--- config.mk ---
export PLATFORM = sky130hd
export DESIGN_NAME = exe_mem_reg_flat
export DESIGN_NICKNAME = d
export VERILOG_FILES = /design/src/rtl/exe_mem_reg_if.sv /design/src/rtl/exe_mem_reg.sv /design/src/flat_wrapper.sv
export SDC_FILE = /design/constraint.sdc
export NUM_CORES = 1
export LEC_CHECK = 0
export CAP_MARGIN = 10
export CELL_PAD_IN_SITES_DETAIL_PLACEMENT = 0
export CELL_PAD_IN_SITES_GLOBAL_PLACEMENT = 1
export CORE_ASPECT_RATIO = 1.75
export CORE_MARGIN = 2
export CORE_UTILIZATION = 26
export CTS_CLUSTER_DIAMETER = 200
export DETAILED_ROUTE_END_ITERATION = 8
export HOLD_SLACK_MARGIN = 0.1
export MAX_ROUTING_LAYER = met4
export PLACE_DENSITY_LB_ADDON = 0.1
export SLEW_MARGIN = 5
export SYNTH_ARGS = -nofsm -noshare
export SYNTH_HDL_FRONTEND = slang
export SYNTH_SLANG_ARGS = --single-unit
--- constraint.sdc ---
create_clock -name clk -period 1.5 [get_ports clk]
set_input_delay 0.3 -clock clk [delete_from_list [all_inputs] [get_ports clk]]
set_output_delay 0.3 -clock clk [all_outputs]
set_load 0.005 [all_outputs]
--- src/rtl/exe_mem_reg_if.sv ---
// EXE/MEM boundary bundle: stall/flush controls, execute-stage
// results going in, and registered memory-stage values coming out.
interface exe_mem_reg_if #(
    parameter int DATA_W = 32,
    parameter int REG_W  = 4
);
    logic              freeze;
    logic              flush;
    logic              valid_in;
    logic              s_in;
    logic [3:0]        status_in;
    logic [DATA_W-1:0] alu_res_in;
    logic [DATA_W-1:0] val_rm_in;
    logic [REG_W-1:0]  dest_in;
    logic              wb_en_in;
    logic              mem_r_en_in;
    logic              mem_w_en_in;

    logic [3:0]        status_out;
    logic [DATA_W-1:0] alu_res_out;
    logic [DATA_W-1:0] val_rm_out;
    logic [REG_W-1:0]  dest_out;
    logic              wb_en_out;
    logic              mem_r_en_out;
    logic              mem_w_en_out;
    logic              valid_out;
    logic [15:0]       upd_cnt;

    modport master (
        output freeze, flush, valid_in, s_in, status_in,
        output alu_res_in, val_rm_in, dest_in,
        output wb_en_in, mem_r_en_in, mem_w_en_in,
        input  status_out, alu_res_out, val_rm_out, dest_out,
        input  wb_en_out, mem_r_en_out, mem_w_en_out,
        input  valid_out, upd_cnt
    );

    modport slave (
        input  freeze, flush, valid_in, s_in, status_in,
        input  alu_res_in, val_rm_in, dest_in,
        input  wb_en_in, mem_r_en_in, mem_w_en_in,
        output status_out, alu_res_out, val_rm_out, dest_out,
        output wb_en_out, mem_r_en_out, mem_w_en_out,
        output valid_out, upd_cnt
    );
endinterface

--- src/rtl/exe_mem_reg.sv ---
// EXE/MEM pipeline register; also holds the architectural NZCV
// flags that feed back to the ALU carry input.
module exe_mem_reg #(
    parameter int DATA_W = 32,
    parameter int REG_W  = 4
) (
    input logic          clk,
    input logic          rst,
    exe_mem_reg_if.slave bus
);
    logic [3:0]        status_q;
    logic [DATA_W-1:0] alu_res_q;
    logic [DATA_W-1:0] val_rm_q;
    logic [REG_W-1:0]  dest_q;
    logic              wb_en_q;
    logic              mem_r_en_q;
    logic              mem_w_en_q;
    logic              valid_q;
    logic [15:0]       cnt_q;
    logic              upd;

    assign upd = bus.valid_in & bus.s_in;

    always_ff @(posedge clk) begin
        if (!rst) begin
            status_q   <= '0;
            alu_res_q  <= '0;
            val_rm_q   <= '0;
            dest_q     <= '0;
            wb_en_q    <= 1'b0;
            mem_r_en_q <= 1'b0;
            mem_w_en_q <= 1'b0;
            valid_q    <= 1'b0;
            cnt_q      <= '0;
        end else if (bus.freeze) begin
            // stall: hold everything, flush is re-issued later
        end else if (bus.flush) begin
            alu_res_q  <= '0;
            val_rm_q   <= '0;
            dest_q     <= '0;
            wb_en_q    <= 1'b0;
            mem_r_en_q <= 1'b0;
            mem_w_en_q <= 1'b0;
            valid_q    <= 1'b0;
        end else begin
            alu_res_q  <= bus.alu_res_in;
            val_rm_q   <= bus.val_rm_in;
            dest_q     <= bus.dest_in;
            wb_en_q    <= bus.wb_en_in & bus.valid_in;
            mem_r_en_q <= bus.mem_r_en_in & bus.valid_in;
            mem_w_en_q <= bus.mem_w_en_in & bus.valid_in;
            valid_q    <= bus.valid_in;
            if (upd) begin
                status_q <= bus.status_in;
                if (cnt_q != 16'hFFFF)
                    cnt_q <= cnt_q + 16'd1;
            end
        end
    end

    assign bus.status_out   = status_q;
    assign bus.alu_res_out  = alu_res_q;
    assign bus.val_rm_out   = val_rm_q;
    assign bus.dest_out     = dest_q;
    assign bus.wb_en_out    = wb_en_q;
    assign bus.mem_r_en_out = mem_r_en_q;
    assign bus.mem_w_en_out = mem_w_en_q;
    assign bus.valid_out    = valid_q;
    assign bus.upd_cnt      = cnt_q;
endmodule

--- src/flat_wrapper.sv ---
// flat-port wrapper written by rule: the top's interface ports become plain ports
module exe_mem_reg_flat 
#(
    parameter int DATA_W = 32,
    parameter int REG_W  = 4
)
  (clk, rst, bus_freeze, bus_flush, bus_valid_in, bus_s_in, bus_status_in, bus_alu_res_in, bus_val_rm_in, bus_dest_in, bus_wb_en_in, bus_mem_r_en_in, bus_mem_w_en_in, bus_status_out, bus_alu_res_out, bus_val_rm_out, bus_dest_out, bus_wb_en_out, bus_mem_r_en_out, bus_mem_w_en_out, bus_valid_out, bus_upd_cnt);
  exe_mem_reg_if #(.DATA_W(DATA_W), .REG_W(REG_W)) bus_i ();
  input logic clk;
  input logic rst;
  input wire logic [$bits(bus_i.freeze)-1:0] bus_freeze;
  input wire logic [$bits(bus_i.flush)-1:0] bus_flush;
  input wire logic [$bits(bus_i.valid_in)-1:0] bus_valid_in;
  input wire logic [$bits(bus_i.s_in)-1:0] bus_s_in;
  input wire logic [$bits(bus_i.status_in)-1:0] bus_status_in;
  input wire logic [$bits(bus_i.alu_res_in)-1:0] bus_alu_res_in;
  input wire logic [$bits(bus_i.val_rm_in)-1:0] bus_val_rm_in;
  input wire logic [$bits(bus_i.dest_in)-1:0] bus_dest_in;
  input wire logic [$bits(bus_i.wb_en_in)-1:0] bus_wb_en_in;
  input wire logic [$bits(bus_i.mem_r_en_in)-1:0] bus_mem_r_en_in;
  input wire logic [$bits(bus_i.mem_w_en_in)-1:0] bus_mem_w_en_in;
  output wire logic [$bits(bus_i.status_out)-1:0] bus_status_out;
  output wire logic [$bits(bus_i.alu_res_out)-1:0] bus_alu_res_out;
  output wire logic [$bits(bus_i.val_rm_out)-1:0] bus_val_rm_out;
  output wire logic [$bits(bus_i.dest_out)-1:0] bus_dest_out;
  output wire logic [$bits(bus_i.wb_en_out)-1:0] bus_wb_en_out;
  output wire logic [$bits(bus_i.mem_r_en_out)-1:0] bus_mem_r_en_out;
  output wire logic [$bits(bus_i.mem_w_en_out)-1:0] bus_mem_w_en_out;
  output wire logic [$bits(bus_i.valid_out)-1:0] bus_valid_out;
  output wire logic [$bits(bus_i.upd_cnt)-1:0] bus_upd_cnt;
  assign bus_i.freeze = bus_freeze;
  assign bus_i.flush = bus_flush;
  assign bus_i.valid_in = bus_valid_in;
  assign bus_i.s_in = bus_s_in;
  assign bus_i.status_in = bus_status_in;
  assign bus_i.alu_res_in = bus_alu_res_in;
  assign bus_i.val_rm_in = bus_val_rm_in;
  assign bus_i.dest_in = bus_dest_in;
  assign bus_i.wb_en_in = bus_wb_en_in;
  assign bus_i.mem_r_en_in = bus_mem_r_en_in;
  assign bus_i.mem_w_en_in = bus_mem_w_en_in;
  assign bus_status_out = bus_i.status_out;
  assign bus_alu_res_out = bus_i.alu_res_out;
  assign bus_val_rm_out = bus_i.val_rm_out;
  assign bus_dest_out = bus_i.dest_out;
  assign bus_wb_en_out = bus_i.wb_en_out;
  assign bus_mem_r_en_out = bus_i.mem_r_en_out;
  assign bus_mem_w_en_out = bus_i.mem_w_en_out;
  assign bus_valid_out = bus_i.valid_out;
  assign bus_upd_cnt = bus_i.upd_cnt;
  exe_mem_reg #(.DATA_W(DATA_W), .REG_W(REG_W)) u_core (.clk(clk), .rst(rst), .bus(bus_i));
endmodule
# --- After elaboration in Yosys (flattened, before gate mapping) ---
# Cells that the tools add are included.
totals:
  register_bits: 92
  latch_bits: 0
  mem_bits_rw: 0
  romBits: 0
  input_bits: 81
  elab_cells: 26
  n_memories: 0
classes:
  n_addsub: 1
  mul: 0
  div: 0
  order_cmp: 0
  eq_ne: 1
  n_shift: 0
  muxes: 7
  n_bitwise: 6
  n_reduce_logical: 2
op_table:
  columns: ["operator", "count"]
  rows:
  - ["$mux W32", 2]
  - ["$add A16 B1 Y16 const B", 1]
  - ["$ne A16 B16 Y1 const B", 1]
  - ["$and A1 B1 Y1", 4]
  - ["$mux W1", 4]
  - ["$mux W4", 1]
  - ["$reduce_and A4 Y1", 1]
  - ["$reduce_and A3 Y1", 1]
  - ["$not A1 Y1", 2]

# --- Logic depth before layout (Yosys ltp) ---
depth:
  word_depth: 2
  ltp_mapped: 6
  ltp_nobuf: 5

# --- Least setup slack after synthesis ---
# No wires, ideal clock.
synth_path:
  kind: "reg-to-reg"
  start: "register u_core.cnt_q[0], in the netlist u_core.bus.upd_cnt[0]"
  end: "register u_core.cnt_q[15], in the netlist u_core.bus.upd_cnt[15]"
  setup_ps: 130
  arrival_time_ps: 1424
  t_required_ps: 1370
  path_slack_ps: -55
  stages_incl_launch_ff: 6
  n_path_buf: 0
  cell_sequence: "dfxtp_1 > ha_1 > nand4_1 > nor3_1 > nor4b_1 > mux2i_1"
synth_between:
  elab_chain_cells: 2
  elab_cells_between_ends: 3
  cone_classes: "1 x add/sub; 1 x eq/ne; 1 x reduce/logical"
synth_lines:
  columns: ["item", "line_no", "source"]
  rows:
  - ["from (decl)", "exe_mem_reg.sv:19", "logic [15:0] cnt_q;"]
  - ["from (signal assigned)", "exe_mem_reg.sv:56", "cnt_q <= cnt_q + 16'd1;"]
  - ["parallel branches: the longest is 2 deep, another holds $add A16 B1 Y16", null, null]
# Several ways; the timed one is not identified.
# A chain may end at the register's enable or synchronous reset.

# --- Worst setup path in the final report ---
layout_path:
  start: "register u_core.cnt_q[0], in the netlist u_core.bus.upd_cnt[0]"
  end: "register u_core.cnt_q[11], in the netlist u_core.bus.upd_cnt[11]"
# Same word-level chain as after synthesis.

==> impl_metrics.env <==
export IMPL_fin_nets=644
export IMPL_clk_insertion_delay_late_ps=330
export IMPL_crit_family="simple AND/OR/NAND/NOR gates"
export IMPL_worstSetupStartpointType="register"
export IMPL_fp_row_count=55
export IMPL_seqCellArea_mm2=0.00188
export IMPL_area_growth_pct=77.6
export IMPL_holdCritPathClass="reg -> reg"
export IMPL_timing_fmax_mhz=638
export IMPL_io_buffers=172
export IMPL_synthSimpleGateAreaFrac_pct=19.5
export IMPL_grt_pass1_wl_mm=17.6
export IMPL_drive_gt1_share_pct=18.4
export IMPL_totalPowerFinal_uw=5260
export IMPL_antenna_cells=0
export IMPL_drt_iter0_markers=119
export IMPL_relSlewSlack_pct=68.3
export IMPL_netlist_area_mm2=0.00339
export IMPL_clk_pin_slew_ps=60
export IMPL_grt_overflow=0
export IMPL_irDropWorstVdd_mv=0.571
export IMPL_ys_warnings_count=0
export IMPL_cts_buffers=9
export IMPL_slew_violations=0
export IMPL_slowest_delay_ps=480
export IMPL_clk_path_buf_depth=2
export IMPL_p_leak_uw=0.00296
export IMPL_vias=3481
export IMPL_required_ps=1760
export IMPL_multi_input_area_mm2=0.00149
export IMPL_rsz0062_at_grt="yes"
export IMPL_p_per_area_mw_per_mm2=873
export IMPL_die_w_um=90.3
export IMPL_ys_ff_latch=92
export IMPL_cp_num_buf_inv=1
export IMPL_fill_cells=1310
export IMPL_grt_antenna_before_repair=0
export IMPL_worstPathMaxFanout=5
export IMPL_hold_viol=0
export IMPL_violations="negative setup slack"
export IMPL_grt_max_degree=78
export IMPL_root_buffer="clkbuf_16"
export IMPL_setup_slack_ps=-67.5
export IMPL_cts_sink_count=92
export IMPL_synth_compound_area_share_pct=19.9
export IMPL_drc=0
export IMPL_hold_start="u_core.bus.mem_r_en_out$_SDFFE_PN0N_"
export IMPL_pre_cts_ws_ps=-506
export IMPL_ys_types=38
export IMPL_muxShareOfSynthArea_pct=2.07
export IMPL_ios=173
export IMPL_antenna_left=0
export IMPL_critPathLaunch="u_core.bus.upd_cnt[0]$_SDFFE_PN0P_"
export IMPL_h_tree_depth=3
export IMPL_cp_slowest_cell="or4_4"
export IMPL_synth_top_family_by_area="compound AO/OA/AOI/OAI gates"
export IMPL_critical_path_class="reg -> reg"
export IMPL_cts_tree="yes"
export IMPL_syn_avg_cell_area_um2=9.37
export IMPL_crit_path_cell_trace="ha_4, nand4_1, nor3_2, buf_4, or4_4, a21oi_2"
export IMPL_ys_seq_area_share_pct=54.3
export IMPL_syn_nets=444
export IMPL_tightest_slew_ps=474
export IMPL_worstPathArrival_ps=1830
export IMPL_avgViaCountPerCell=4.72
export IMPL_yosys_area_share_adder_pct=0.369
export IMPL_status="finished, violations left"
export IMPL_core_mm2=0.0129
export IMPL_maxCapViolCount=0
export IMPL_cp_end_kind="register"
export IMPL_track_usage_pct=16.1
export IMPL_syn_inst=362
export IMPL_stdcell_area_mm2=0.00602
export IMPL_postCtsHoldBufs=0
export IMPL_gp_congestion=0.764
export IMPL_fin_skew_ps=7.65
export IMPL_dieArea_mm2=0.0140
export IMPL_period_share_pct=105
export IMPL_synth_xor_area_share_pct=0
export IMPL_die_h_um=155
export IMPL_wire_per_inst_um=15.3
export IMPL_start_util_pct=26.3
export IMPL_grt_pass1_vias=3480
export IMPL_dpl_instance_area_mm2=0.00560
export IMPL_drt_first_pass_iters=4
export IMPL_setup_violations=1
export IMPL_period_needed_ps=1570
export IMPL_rr_startpoint="u_core.bus.upd_cnt[0]$_SDFFE_PN0P_"
export IMPL_hpwl_mm=8.11
export IMPL_totalWireLength_mm=11.3
registers in the layout (all words and copies together) (netlist names):
name / flops
u_core.bus.alu_res_out: 32
u_core.bus.val_rm_out: 32
u_core.bus.upd_cnt: 16
u_core.bus.dest_out: 4
u_core.bus.status_out: 4
u_core.bus.mem_r_en_out: 1
u_core.bus.mem_w_en_out: 1
u_core.bus.valid_out: 1
u_core.bus.wb_en_out: 1
kinds of logic after synthesis:
logic type               count (synthesis)
multiplexers                             7
buffers and inverters                   31
AO/OA/AOI/OAI                           96
adder cells (fa/ha/maj)                  1
AND/OR/NAND/NOR                        135
flip-flops                              92
final cells by class:
type / count / share of cell area (%)
Clock inverter: 5 / 0.665
Tap cell: 171 / 3.55
Timing Repair Buffer: 217 / 35.8
Sequential cell: 92 / 31.2
Multi-Input combinational cell: 239 / 24.7
Inverter: 3 / 0.187
Clock buffer: 10 / 3.80
layout by cell type, fill, tap and decap left out, types with 2 or more instances in the layout:
master	netlist	routed
nor2_1	72	71
o21ai_1	0	2
a22oi_1	67	67
nand2b_1	4	4
nand3_1	5	5
dfxtp_4	0	3
or3_1	4	4
o31ai_1	6	6
buf_6	1	3
nand2_1	22	22
a21oi_1	16	15
clkinvlp_4	0	3
clkdlybuf4s50_1	0	89
dlygate4sd2_1	0	50
clkbuf_16	0	9
nand4_1	3	3
nor3_1	3	2
o21ai_0	4	2
buf_12	0	6
mux2i_1	7	7
dlymetal6s2s_1	0	32
clkinv_4	0	2
nor4_2	0	3
buf_4	1	36
nand3b_1	3	3
inv_1	3	2
or4_1	4	3
dfxtp_1	92	67
dfxtp_2	0	22
path summary, 6_finish.rpt:
path                                                        endpoint  slack, ps  depth (start not counted)
worst max-delay path             u_core.bus.upd_cnt[11]$_SDFFE_PN0P_        -70                          6
worst min-delay path            u_core.bus.mem_r_en_out$_SDFFE_PN0N_        460                          2
worst max register to register   u_core.bus.upd_cnt[11]$_SDFFE_PN0P_        -70                          6
worst min register to register  u_core.bus.mem_r_en_out$_SDFFE_PN0N_        460                          2
repair_timing:
item,in CTS,in global routing
pin swaps,6,4
cloned,0,0
resized for setup,79,43
buffers inserted,3,5
hold endpoints to repair,0,0
setup endpoints to repair,65,51
metrics by stage:
step	setup TNS (ps)	std cells	utilization (%)	hold WS, ps
2_1_floorplan	-38.6	362	-	436
6_report	-67.5	737	46.8	462
3_5_place_dp	-8760	715	43.5	459
4_1_cts	-67.0	733	45.8	466
3_3_place_gp	-7360	715	43.5	452
5_1_grt	-836	737	46.8	485
metal layers:
layer / GRT usage (%) / up-vias / wire [um]
met5: - / - / 0
met4: 6.15 / 0 / 212
met3: 4.36 / 14 / 650
met2: 29.1 / 115 / 6100
met1: 16.5 / 1654 / 4330
li1: - / 1698 / -
synthesized netlist by cell type:
master,instances,area (um^2)
nand3b_2,1,11.3
buf_1,6,22.5
nand4_4,1,21.3
nand3b_1,3,22.5
a41o_1,1,10.0
buf_2,2,10.0
o31ai_1,6,45.0
or3_1,4,25.0
dfxtp_1,92,1840
and2b_1,1,7.51
nand4_1,3,18.8
and2_1,1,6.26
nor3b_1,1,7.51
and4_1,1,8.76
buf_6,1,11.3
nand3_1,5,25.0
ha_1,1,12.5
nor4b_2,1,15.0
nand2b_1,4,25.0
nand4_2,1,12.5
nor4_1,3,18.8
o211a_1,1,10.0
or2_2,1,6.26
nor3_1,3,15.0
buf_4,1,7.51
o21ai_0,4,20.0
nand2_1,22,82.6
a21oi_1,16,80.1
and3_1,1,6.26
and4bb_4,1,16.3
or4_1,4,30.0
inv_1,3,11.3
mux2i_1,7,70.1
a22oi_1,67,503
nor4b_1,1,8.76
clkbuf_1,18,67.6
nor2_1,72,270
o211ai_1,1,7.51
report_power, final:
group / switching, uW / internal, uW / leakage [uW]
clock: 959 / 1120 / 0.000121
sequential: 36.9 / 2510 / 0.000762
combinational: 243 / 384 / 0.00208
worst register-to-register path: stages, from the launching register on:
cell	delay (ps)
dfxtp_4	360
ha_4	150
nand4_1	140
nor3_2	70
buf_4	160
or4_4	480
a21oi_2	140
No activity file was read; power rests on OpenSTA's default activity.
